**src/rtl/alu_pkg.sv**
```systemverilog
// Shared definitions for the ALU share arbiter: datapath widths, opcode
// encodings and the arbiter FSM state type.
package alu_pkg;

  localparam int unsigned DATA_W = 32;
  localparam int unsigned RES_W  = DATA_W + 1;
  localparam int unsigned OPC_W  = 3;

  localparam logic [OPC_W-1:0] OP_NOP = 3'b000;
  localparam logic [OPC_W-1:0] OP_ADD = 3'b001;
  localparam logic [OPC_W-1:0] OP_SUB = 3'b010;
  localparam logic [OPC_W-1:0] OP_AND = 3'b011;
  localparam logic [OPC_W-1:0] OP_OR  = 3'b100;
  localparam logic [OPC_W-1:0] OP_XOR = 3'b101;
  localparam logic [OPC_W-1:0] OP_NOT = 3'b110;
  localparam logic [OPC_W-1:0] OP_INV = 3'b111;

  typedef enum logic [1:0] {
    ST_IDLE = 2'd0,
    ST_EXEC = 2'd1,
    ST_RESP = 2'd2
  } state_t;

endpackage : alu_pkg

```
**src/rtl/alu_share_arbiter_alu_core.sv**
```systemverilog
// Combinational ALU datapath.
//   opcode        : operation select (alu_pkg encodings)
//   op1, op2      : operands
//   result[32:0]  : result, bit 32 is carry (ADD) or borrow (SUB)
//   overflow      : bit 32 for ADD/SUB, 0 for every other opcode
module alu_core
  import alu_pkg::*;
(
  input  logic [OPC_W-1:0]  opcode,
  input  logic [DATA_W-1:0] op1,
  input  logic [DATA_W-1:0] op2,
  output logic [RES_W-1:0]  result,
  output logic              overflow
);

  // Logic ops are zero-extended; NOP and the invalid opcode yield zero.
  always_comb begin
    result   = '0;
    overflow = 1'b0;
    unique case (opcode)
      OP_ADD: begin
        result   = {1'b0, op1} + {1'b0, op2};
        overflow = result[DATA_W];
      end
      OP_SUB: begin
        result   = {1'b0, op1} - {1'b0, op2};
        overflow = result[DATA_W];
      end
      OP_AND:  result = {1'b0, op1 & op2};
      OP_OR:   result = {1'b0, op1 | op2};
      OP_XOR:  result = {1'b0, op1 ^ op2};
      OP_NOT:  result = {1'b0, ~op1};
      default: result = '0;
    endcase
  end

endmodule : alu_core

```
**src/rtl/alu_share_arbiter.sv**
```systemverilog
// Two-requester front end sharing one ALU core.
//   clk, rst_n                 : clock, async active-low reset
//   reqN_valid/ready/opcode/op1/op2 : request channel of requester N
//   rspN_valid/ready/result/overflow : response channel of requester N
//   busy                       : FSM not idle
//   owner                      : requester currently holding the ALU
// PRIO_FIXED = 0 round-robins ties; 1 lets requester 0 win every tie.
module alu_share_arbiter
  import alu_pkg::*;
#(
  parameter bit PRIO_FIXED = 1'b0
) (
  input  logic              clk,
  input  logic              rst_n,
  input  logic              req0_valid,
  output logic              req0_ready,
  input  logic [OPC_W-1:0]  req0_opcode,
  input  logic [DATA_W-1:0] req0_op1,
  input  logic [DATA_W-1:0] req0_op2,
  input  logic              req1_valid,
  output logic              req1_ready,
  input  logic [OPC_W-1:0]  req1_opcode,
  input  logic [DATA_W-1:0] req1_op1,
  input  logic [DATA_W-1:0] req1_op2,
  output logic              rsp0_valid,
  input  logic              rsp0_ready,
  output logic [RES_W-1:0]  rsp0_result,
  output logic              rsp0_overflow,
  output logic              rsp1_valid,
  input  logic              rsp1_ready,
  output logic [RES_W-1:0]  rsp1_result,
  output logic              rsp1_overflow,
  output logic              busy,
  output logic              owner
);

  state_t              state;
  logic                owner_q;
  logic                last_gnt;
  logic [OPC_W-1:0]    opc_q;
  logic [DATA_W-1:0]   op1_q;
  logic [DATA_W-1:0]   op2_q;
  logic [RES_W-1:0]    res_q;
  logic                ovf_q;

  logic                win_c;
  logic                accept_c;
  logic                rsp_ready_c;
  logic [RES_W-1:0]    alu_res_c;
  logic                alu_ovf_c;

  // Winner selection: a lone requester wins; a tie goes by policy.
  always_comb begin
    win_c = 1'b0;
    if (req0_valid && req1_valid) begin
      win_c = PRIO_FIXED ? 1'b0 : ~last_gnt;
    end else if (req1_valid) begin
      win_c = 1'b1;
    end
  end

  // Ready is held low while reset is asserted even though state reads IDLE.
  assign accept_c    = rst_n && (state == ST_IDLE) && (req0_valid || req1_valid);
  assign req0_ready  = accept_c && !win_c;
  assign req1_ready  = accept_c &&  win_c;
  assign rsp_ready_c = owner_q ? rsp1_ready : rsp0_ready;

  alu_core u_alu_core (
    .opcode   (opc_q),
    .op1      (op1_q),
    .op2      (op2_q),
    .result   (alu_res_c),
    .overflow (alu_ovf_c)
  );

  // FSM, operand capture and response register.
  always_ff @(posedge clk or negedge rst_n) begin
    if (!rst_n) begin
      state    <= ST_IDLE;
      owner_q  <= 1'b0;
      last_gnt <= 1'b1;
      opc_q    <= '0;
      op1_q    <= '0;
      op2_q    <= '0;
      res_q    <= '0;
      ovf_q    <= 1'b0;
    end else begin
      unique case (state)
        ST_IDLE: begin
          if (req0_valid || req1_valid) begin
            owner_q <= win_c;
            opc_q   <= win_c ? req1_opcode : req0_opcode;
            op1_q   <= win_c ? req1_op1    : req0_op1;
            op2_q   <= win_c ? req1_op2    : req0_op2;
            state   <= ST_EXEC;
          end
        end
        ST_EXEC: begin
          res_q <= alu_res_c;
          ovf_q <= alu_ovf_c;
          state <= ST_RESP;
        end
        ST_RESP: begin
          if (rsp_ready_c) begin
            last_gnt <= owner_q;
            state    <= ST_IDLE;
          end
        end
        default: state <= ST_IDLE;
      endcase
    end
  end

  assign busy          = (state != ST_IDLE);
  assign owner         = owner_q;
  assign rsp0_valid    = (state == ST_RESP) && !owner_q;
  assign rsp1_valid    = (state == ST_RESP) &&  owner_q;
  assign rsp0_result   = res_q;
  assign rsp1_result   = res_q;
  assign rsp0_overflow = ovf_q;
  assign rsp1_overflow = ovf_q;

endmodule : alu_share_arbiter
```
**config.mk**
```make
export PLATFORM = sky130hd
export DESIGN_NAME = alu_share_arbiter
export DESIGN_NICKNAME = d
export VERILOG_FILES = /design/src/rtl/alu_pkg.sv /design/src/rtl/alu_share_arbiter_alu_core.sv /design/src/rtl/alu_share_arbiter.sv
export SDC_FILE = /design/constraint.sdc
export NUM_CORES = 1
export LEC_CHECK = 0
export CAP_MARGIN = 20
export CORE_AREA = 2 2 157 159
export CTS_CLUSTER_SIZE = 30
export DETAILED_ROUTE_END_ITERATION = 12
export DIE_AREA = 0 0 159 161
export PLACE_DENSITY_LB_ADDON = 0.2
export SETUP_SLACK_MARGIN = 0.05
export SYNTH_ARGS = -nofsm -noshare
export SYNTH_HDL_FRONTEND = slang
export SYNTH_SLANG_ARGS = --single-unit
```
**constraint.sdc**
```tcl
create_clock -name clk -period 3.3 [get_ports clk]
set_clock_uncertainty 0.1 [all_clocks]
set_input_delay 0.99 -clock clk [delete_from_list [all_inputs] [get_ports clk]]
set_output_delay 0.99 -clock clk [all_outputs]
set_load 0.03 [all_outputs]
```
==> results of run 1 <==
## layer usage
| layer | share of wire | track usage |
|---|---|---|
| met1 | 0.46 | 0.426 |
| met2 | 0.40 | 0.404 |
| met5 | 0 | 0 |
| met3 | 0.11 | 0.0706 |
| met4 | 0.018 | 0.0686 |
## kinds of logic after synthesis
group	Yosys count	share of synthesized area
XOR/XNOR	9	0.00742
AND/OR/NAND/NOR	354	0.154
adder cells (fa/ha/maj)	107	0.127
flip-flops	105	0.248
AO/OA/AOI/OAI	459	0.285
multiplexers	89	0.0842
buffers and inverters	223	0.0940
## registers in the layout, indices dropped and copies added (netlist names)
name           count
op1_q             32
state              2
rsp0_overflow      1
last_gnt           1
owner              1
rsp0_result       33
op2_q             32
opc_q              3
## metrics by stage
stage / setup slack [ns] / instances
CTS: 0.0701 / 1870
finish: 0.0795 / 1872
global route: 0.0254 / 1872
floorplan: 0.0645 / 1346
detailed placement: 0.0793 / 1854
global placement: 0.0783 / 1854
## how the worst min path moves through the flow
stage,from,endpoint,slack [ns],cells after the start
after detailed placement,rsp0_result[0],rsp0_result[0],0.40,2
after floorplan,last_gnt,last_gnt,0.41,2
after CTS,rst_n,op2_q[10],0.33,1
final,rst_n,op2_q[10],0.33,1
after global routing,rst_n,op2_q[10],0.33,1
after global placement,rsp0_result[0],rsp0_result[0],0.39,2
## cell usage after synthesis, types with 10 or more instances
| cell | instances |
|---|---|
| sky130_fd_sc_hd__inv_1 | 98 |
| sky130_fd_sc_hd__nor2_1 | 149 |
| sky130_fd_sc_hd__o211ai_1 | 19 |
| sky130_fd_sc_hd__o21ai_0 | 66 |
| sky130_fd_sc_hd__nand2_1 | 86 |
| sky130_fd_sc_hd__or3_1 | 13 |
| sky130_fd_sc_hd__buf_1 | 15 |
| sky130_fd_sc_hd__o22ai_1 | 13 |
| sky130_fd_sc_hd__nand3_1 | 19 |
| sky130_fd_sc_hd__buf_4 | 37 |
| sky130_fd_sc_hd__nor3_1 | 18 |
| sky130_fd_sc_hd__ha_1 | 105 |
| sky130_fd_sc_hd__nor2b_1 | 16 |
| sky130_fd_sc_hd__a222oi_1 | 11 |
| sky130_fd_sc_hd__a22o_1 | 17 |
| sky130_fd_sc_hd__buf_2 | 18 |
| sky130_fd_sc_hd__dfrtp_1 | 104 |
| sky130_fd_sc_hd__mux2i_1 | 86 |
| sky130_fd_sc_hd__a22oi_1 | 19 |
| sky130_fd_sc_hd__a21oi_1 | 171 |
| sky130_fd_sc_hd__clkbuf_1 | 53 |
| sky130_fd_sc_hd__o21bai_1 | 10 |
| sky130_fd_sc_hd__nand2b_1 | 14 |
| sky130_fd_sc_hd__a221oi_1 | 10 |
| sky130_fd_sc_hd__a211oi_1 | 18 |
## final cells by class
type,instances,share of cell area
Inverter,100,0.0274
Clock inverter,7,0.00731
Sequential cell,105,0.192
Multi-Input combinational cell,1018,0.517
Timing Repair Buffer,309,0.211
Tap cell,324,0.0296
Clock buffer,9,0.0164
## timing repair
action,CTS,global route
gates resized for setup,0,19
endpoints found under the setup margin,0,14
buffers inserted,0,2
==> impl_metrics.json, run 1 <==
{
  "outcome": "complete, no violations",
  "reg2reg_slack_ns": 0.08,
  "synth_cells": 1346,
  "cts_hold_buffers": 0,
  "growth_of_design_area_from_synthesis_to_finish_pct": 29.0,
  "crit_path_max_incr_delay_ns": 0.43,
  "gp_congestion": 1.03,
  "first_global_vias": 10300,
  "multi_input_comb_area_um2": 7080,
  "antenna_cells_inserted": 0,
  "buffer_levels_on_the_longest_clock_path": 2,
  "pin_count": 214,
  "worstReg2RegStart": "op2_q[5]",
  "post_route_cell_area_um2": 13700,
  "design.final.nets": 1790,
  "syn_avg_cell_area_um2": 7.89,
  "postSynth.asyncResetShare": 1.00,
  "max_cap_viol_count": 0,
  "fillerInstances": 2298,
  "grt_max_degree": 137,
  "unrepaired_setup_endpoints_after_global_routing": "no",
  "fin_worst_hold_slack_ns": 0.328,
  "iteration_count_of_the_initial_detailed_routing_pass": 9,
  "max_slew.worst_pin.slew_ns": 0.747,
  "die_footprint_um2": 25600,
  "synth.lib_cells_used.distinct": 84,
  "tns_ns": 0,
  "yosysWarningCount": 0,
  "regArea_um2": 2630,
  "synth_sequential_area_ratio": 0.248,
  "cts_root_buffer": "sky130_fd_sc_hd__clkbuf_16",
  "min-delay-path-class": "in2async",
  "die-width_um": 159,
  "drc_errors": 0,
  "fmax_mhz": 311,
  "worstPathArrival_ns": 3.37,
  "cp.required_ns": 3.45,
  "drive_gt1_frac": 0.102,
  "first_pass_grt_wire_length_mm": 57.4,
  "setup.worst_path.start_class": "flop",
  "timing.setup.critical_path_class": "reg2reg",
  "grt_usage": 0.283,
  "critPathMostFrequentCell": "sky130_fd_sc_hd__buf_4",
  "netlist.area_leader.share": 0.245,
  "number_of_enable_type_register_cells_in_the_synthesized_netlist": 0,
  "layout_min_cycle_time_ns": 3.22,
  "worstRegToRegCells": 12,
  "worst_flop_to_flop_path_endpoint": "rsp0_result[17]",
  "cpLargestDelayFamily": "compound AO/OA/AOI/OAI gates",
  "antenna_violations_before_repair": 0,
  "path_max_fanout": 6,
  "tritoncts.num_buffers": 9,
  "report.final.hold_viol_count": 0,
  "place.detailed.hpwl_mm": 28.6,
  "layout.cells.most_common": "sky130_fd_sc_hd__clkdlybuf4s50_1",
  "insertion_delay_ns": 0.37,
  "yosys.area.top_type": "sky130_fd_sc_hd__dfrtp_1",
  "placedInstanceArea_um2": 13300,
  "report.final.setup_viol": 0,
  "critical_path.cell_chain": "inv_1, ha_1, or3_1, o21bai_1, o211ai_1, buf_4, or2_1, a21oi_2, a221o_1, a222oi_1, buf_4, o21ai_1",
  "finalCritPeriodShare": 0.976,
  "yosys-top-cells-area": "sky130_fd_sc_hd__dfrtp_1, sky130_fd_sc_hd__ha_1, sky130_fd_sc_hd__mux2i_1",
  "clkTransAtPathRegs_ns": 0.08,
  "grt.overflow.total": 0,
  "drt-wirelength-per-cell_um": 19.8,
  "placement.io_buffers": 213,
  "capturing_element_of_the_worst_setup_path": "rsp0_result[17]",
  "htree_num_levels": 3,
  "path_depth": 12,
  "route.antenna.remaining_nets": 0,
  "die_h_um": 161,
  "commonest_cells_after_routing_fill_and_taps_aside": "sky130_fd_sc_hd__clkdlybuf4s50_1, sky130_fd_sc_hd__a21oi_1, sky130_fd_sc_hd__nor2_1",
  "worstSetupEndpointType": "flop",
  "number_of_drc_violations_after_detailed_routing_iteration_0": 1390,
  "synth-seq-cells": 105,
  "detail_route.vias_per_cell": 5.93,
  "synth_fp_nets": 1593,
  "timing.critical_path.from": "op2_q[5]",
  "tritoncts": "yes",
  "rows": 57,
  "slew_headroom": 0.498,
  "synthesis.area_um2": 10600,
  "ys.flop_type": "sky130_fd_sc_hd__dfrtp_1",
  "start_util": 0.443,
  "number_of_pins_with_negative_max_slew_slack_in_the_final_report": 0,
  "utilization": 0.571,
  "cts.sinks": 105,
  "detailroute.via_count": 11100,
  "coreArea_um2": 24000,
  "critical_path_buf_inv_count": 3,
  "timing.critical_path.slowest_stage_cell": "sky130_fd_sc_hd__or3_1",
  "routed_wirelength_mm": 37.1
}
Power of run 1 is left out: the tool's default activity adds up to more than one toggle a clock period on the data nets, which glitch-free logic cannot reach.
==> run 2, diff against run 1 <==
--- a/config.mk
+++ b/config.mk
@@ -6,10 +6,12 @@
 export NUM_CORES = 1
 export LEC_CHECK = 0
 export CAP_MARGIN = 20
-export CORE_AREA = 2 2 157 159
+export CELL_PAD_IN_SITES_DETAIL_PLACEMENT = 0
+export CELL_PAD_IN_SITES_GLOBAL_PLACEMENT = 2
+export CORE_AREA = 2 2 189 191
 export CTS_CLUSTER_SIZE = 30
 export DETAILED_ROUTE_END_ITERATION = 12
-export DIE_AREA = 0 0 159 161
+export DIE_AREA = 0 0 191 193
 export PLACE_DENSITY_LB_ADDON = 0.2
 export SETUP_SLACK_MARGIN = 0.05
 export SYNTH_ARGS = -nofsm -noshare
==> impl_metrics.json, run 2 (same netlist as run 1, synthesis figures left out) <==
{
  "outcome": "complete, no violations",
  "die_footprint_um2": 36900,
  "grt_usage": 0.226,
  "setup.worst_path.start_class": "flop",
  "layout_min_cycle_time_ns": 3.15,
  "regArea_um2": 2630,
  "min_from": "rsp0_result[17]",
  "htree_num_levels": 3,
  "cts_hold_buffers": 0,
  "insertion_delay_ns": 0.39,
  "buffer_levels_on_the_longest_clock_path": 2,
  "cts_root_buffer": "sky130_fd_sc_hd__clkbuf_16",
  "detail_route.vias_per_cell": 5.33,
  "worstSetupEndpointType": "flop",
  "growth_of_design_area_from_synthesis_to_finish_pct": 33.5,
  "worst_hold_path.num_cells": 2,
  "max_slew.worst_pin.slew_ns": 0.927,
  "gp_congestion": 0.891,
  "critical_path.cell_chain": "inv_1, ha_1, nor2_1, o311ai_2, a31oi_1, a311oi_1, buf_4, a211oi_1, o21ai_0, a311oi_1, a211oi_1",
  "critical_path_buf_inv_count": 2,
  "timing.setup.critical_path_class": "reg2reg",
  "reg2reg_slack_ns": 0.15,
  "die_h_um": 193,
  "rows": 69,
  "cp.required_ns": 3.47,
  "tritoncts": "yes",
  "fmax_mhz": 318,
  "die-width_um": 191,
  "antenna_violations_before_repair": 0,
  "post_layout_nonfiller_instances": 2051,
  "drt-wirelength-per-cell_um": 20.6,
  "crit_path_max_incr_delay_ns": 0.50,
  "slew_headroom": 0.379,
  "detailroute.via_count": 10900,
  "min-delay-path-class": "reg2reg",
  "drive_gt1_frac": 0.122,
  "tritoncts.num_buffers": 9,
  "post_route_cell_area_um2": 14200,
  "clkTransAtPathRegs_ns": 0.09,
  "timing.critical_path.slowest_stage_cell": "sky130_fd_sc_hd__a31oi_1",
  "worstRegToRegCells": 11,
  "placement.io_buffers": 213,
  "number_of_pins_with_negative_max_slew_slack_in_the_final_report": 0,
  "cts.sinks": 105,
  "report.final.setup_viol": 0,
  "worstPathArrival_ns": 3.32,
  "min_to": "rsp0_result[17]",
  "cpLargestDelayFamily": "compound AO/OA/AOI/OAI gates",
  "routed_wirelength_mm": 42.2,
  "layout.cells.most_common": "sky130_fd_sc_hd__clkdlybuf4s50_1",
  "fillerInstances": 3664,
  "start_util": 0.304,
  "finalCritPeriodShare": 0.954,
  "worst_flop_to_flop_path_endpoint": "rsp0_result[29]",
  "drc_errors": 0,
  "pin_count": 214,
  "report.final.hold_viol_count": 0,
  "path_max_fanout": 4,
  "max_cap_viol_count": 0,
  "grt.overflow.total": 0,
  "antenna_cells_inserted": 0,
  "largest_register_ff_count": 33,
  "first_global_vias": 10400,
  "number_of_drc_violations_after_detailed_routing_iteration_0": 932,
  "multi_input_comb_area_um2": 7060,
  "worstReg2RegStart": "op2_q[1]",
  "place.detailed.hpwl_mm": 33.4,
  "tns_ns": 0,
  "route.antenna.remaining_nets": 0,
  "path_depth": 11,
  "unrepaired_setup_endpoints_after_global_routing": "yes",
  "iteration_count_of_the_initial_detailed_routing_pass": 6,
  "design.final.nets": 1832,
  "grt_max_degree": 137,
  "first_pass_grt_wire_length_mm": 63.1,
  "placedInstanceArea_um2": 13800,
  "placed_cells_incl_taps": 2032,
  "commonest_cells_after_routing_fill_and_taps_aside": "sky130_fd_sc_hd__clkdlybuf4s50_1, sky130_fd_sc_hd__a21oi_1, sky130_fd_sc_hd__nor2_1",
  "utilization": 0.405,
  "coreArea_um2": 35000
}
run 2: cell count changes in the layout (fill, tap and decap cells not counted), sizes merged:
cell,change
buf,+42
clkinv,-4
clkinvlp,+2
inv,+2
bufinv,-1
clkbuf,+1
run 2: per-layer routing:
| metal | up-vias | global-route usage | share of wire |
|---|---|---|---|
| met1 | 5222 | 0.368 | 0.54 |
| li1 | 5283 | - | - |
| met2 | 411 | 0.312 | 0.39 |
| met5 | - | 0 | 0 |
| met4 | 0 | 0.0367 | 0.0092 |
| met3 | 24 | 0.0311 | 0.064 |
run 2: how the worst max path moves through the flow:
stage	from	endpoint	slack, ns
2_1_floorplan	req1_valid	req1_ready	0.06
3_3_place_gp	op2_q[7]	rsp0_result[26]	0.01
3_5_place_dp	op2_q[7]	rsp0_result[26]	0.12
4_1_cts	op2_q[7]	rsp0_result[26]	0.10
5_1_grt	op1_q[0]	rsp0_result[26]	0.02
6_report	op2_q[1]	rsp0_result[29]	0.15
run 2: worst reg2reg max path: stages, from the launching register on:
cell and delay [ns]:
sky130_fd_sc_hd__dfrtp_1 0.38, sky130_fd_sc_hd__inv_1 0.08, sky130_fd_sc_hd__ha_1 0.33, sky130_fd_sc_hd__nor2_1 0.22, sky130_fd_sc_hd__o311ai_2 0.13, sky130_fd_sc_hd__a31oi_1 0.50, sky130_fd_sc_hd__a311oi_1 0.18, sky130_fd_sc_hd__buf_4 0.19
sky130_fd_sc_hd__a211oi_1 0.33, sky130_fd_sc_hd__o21ai_0 0.16, sky130_fd_sc_hd__a311oi_1 0.33, sky130_fd_sc_hd__a211oi_1 0.11
run 2: through the flow:
step,worst slack [ns],hold slack [ns]
final,0.152,0.427
after global routing,0.0194,0.454
after floorplan,0.0645,0.407
after detailed placement,0.118,0.414
after CTS,0.105,0.431
after global placement,0.0136,0.404
run 2: repair_timing:
action,4_1_cts,5_1_grt
setup endpoints to repair,0,13
buffers inserted,0,2
gates resized for setup,0,14
run 2: cell type report:
cell class / instances / area share
clock buffers: 10 / 0.0169
flip-flops and latches: 105 / 0.186
clock inverters: 6 / 0.00406
inverters: 100 / 0.0265
repair buffers: 351 / 0.228
multi-input cells: 1018 / 0.498
well taps: 461 / 0.0407
Power of run 2 is left out for the same reason.
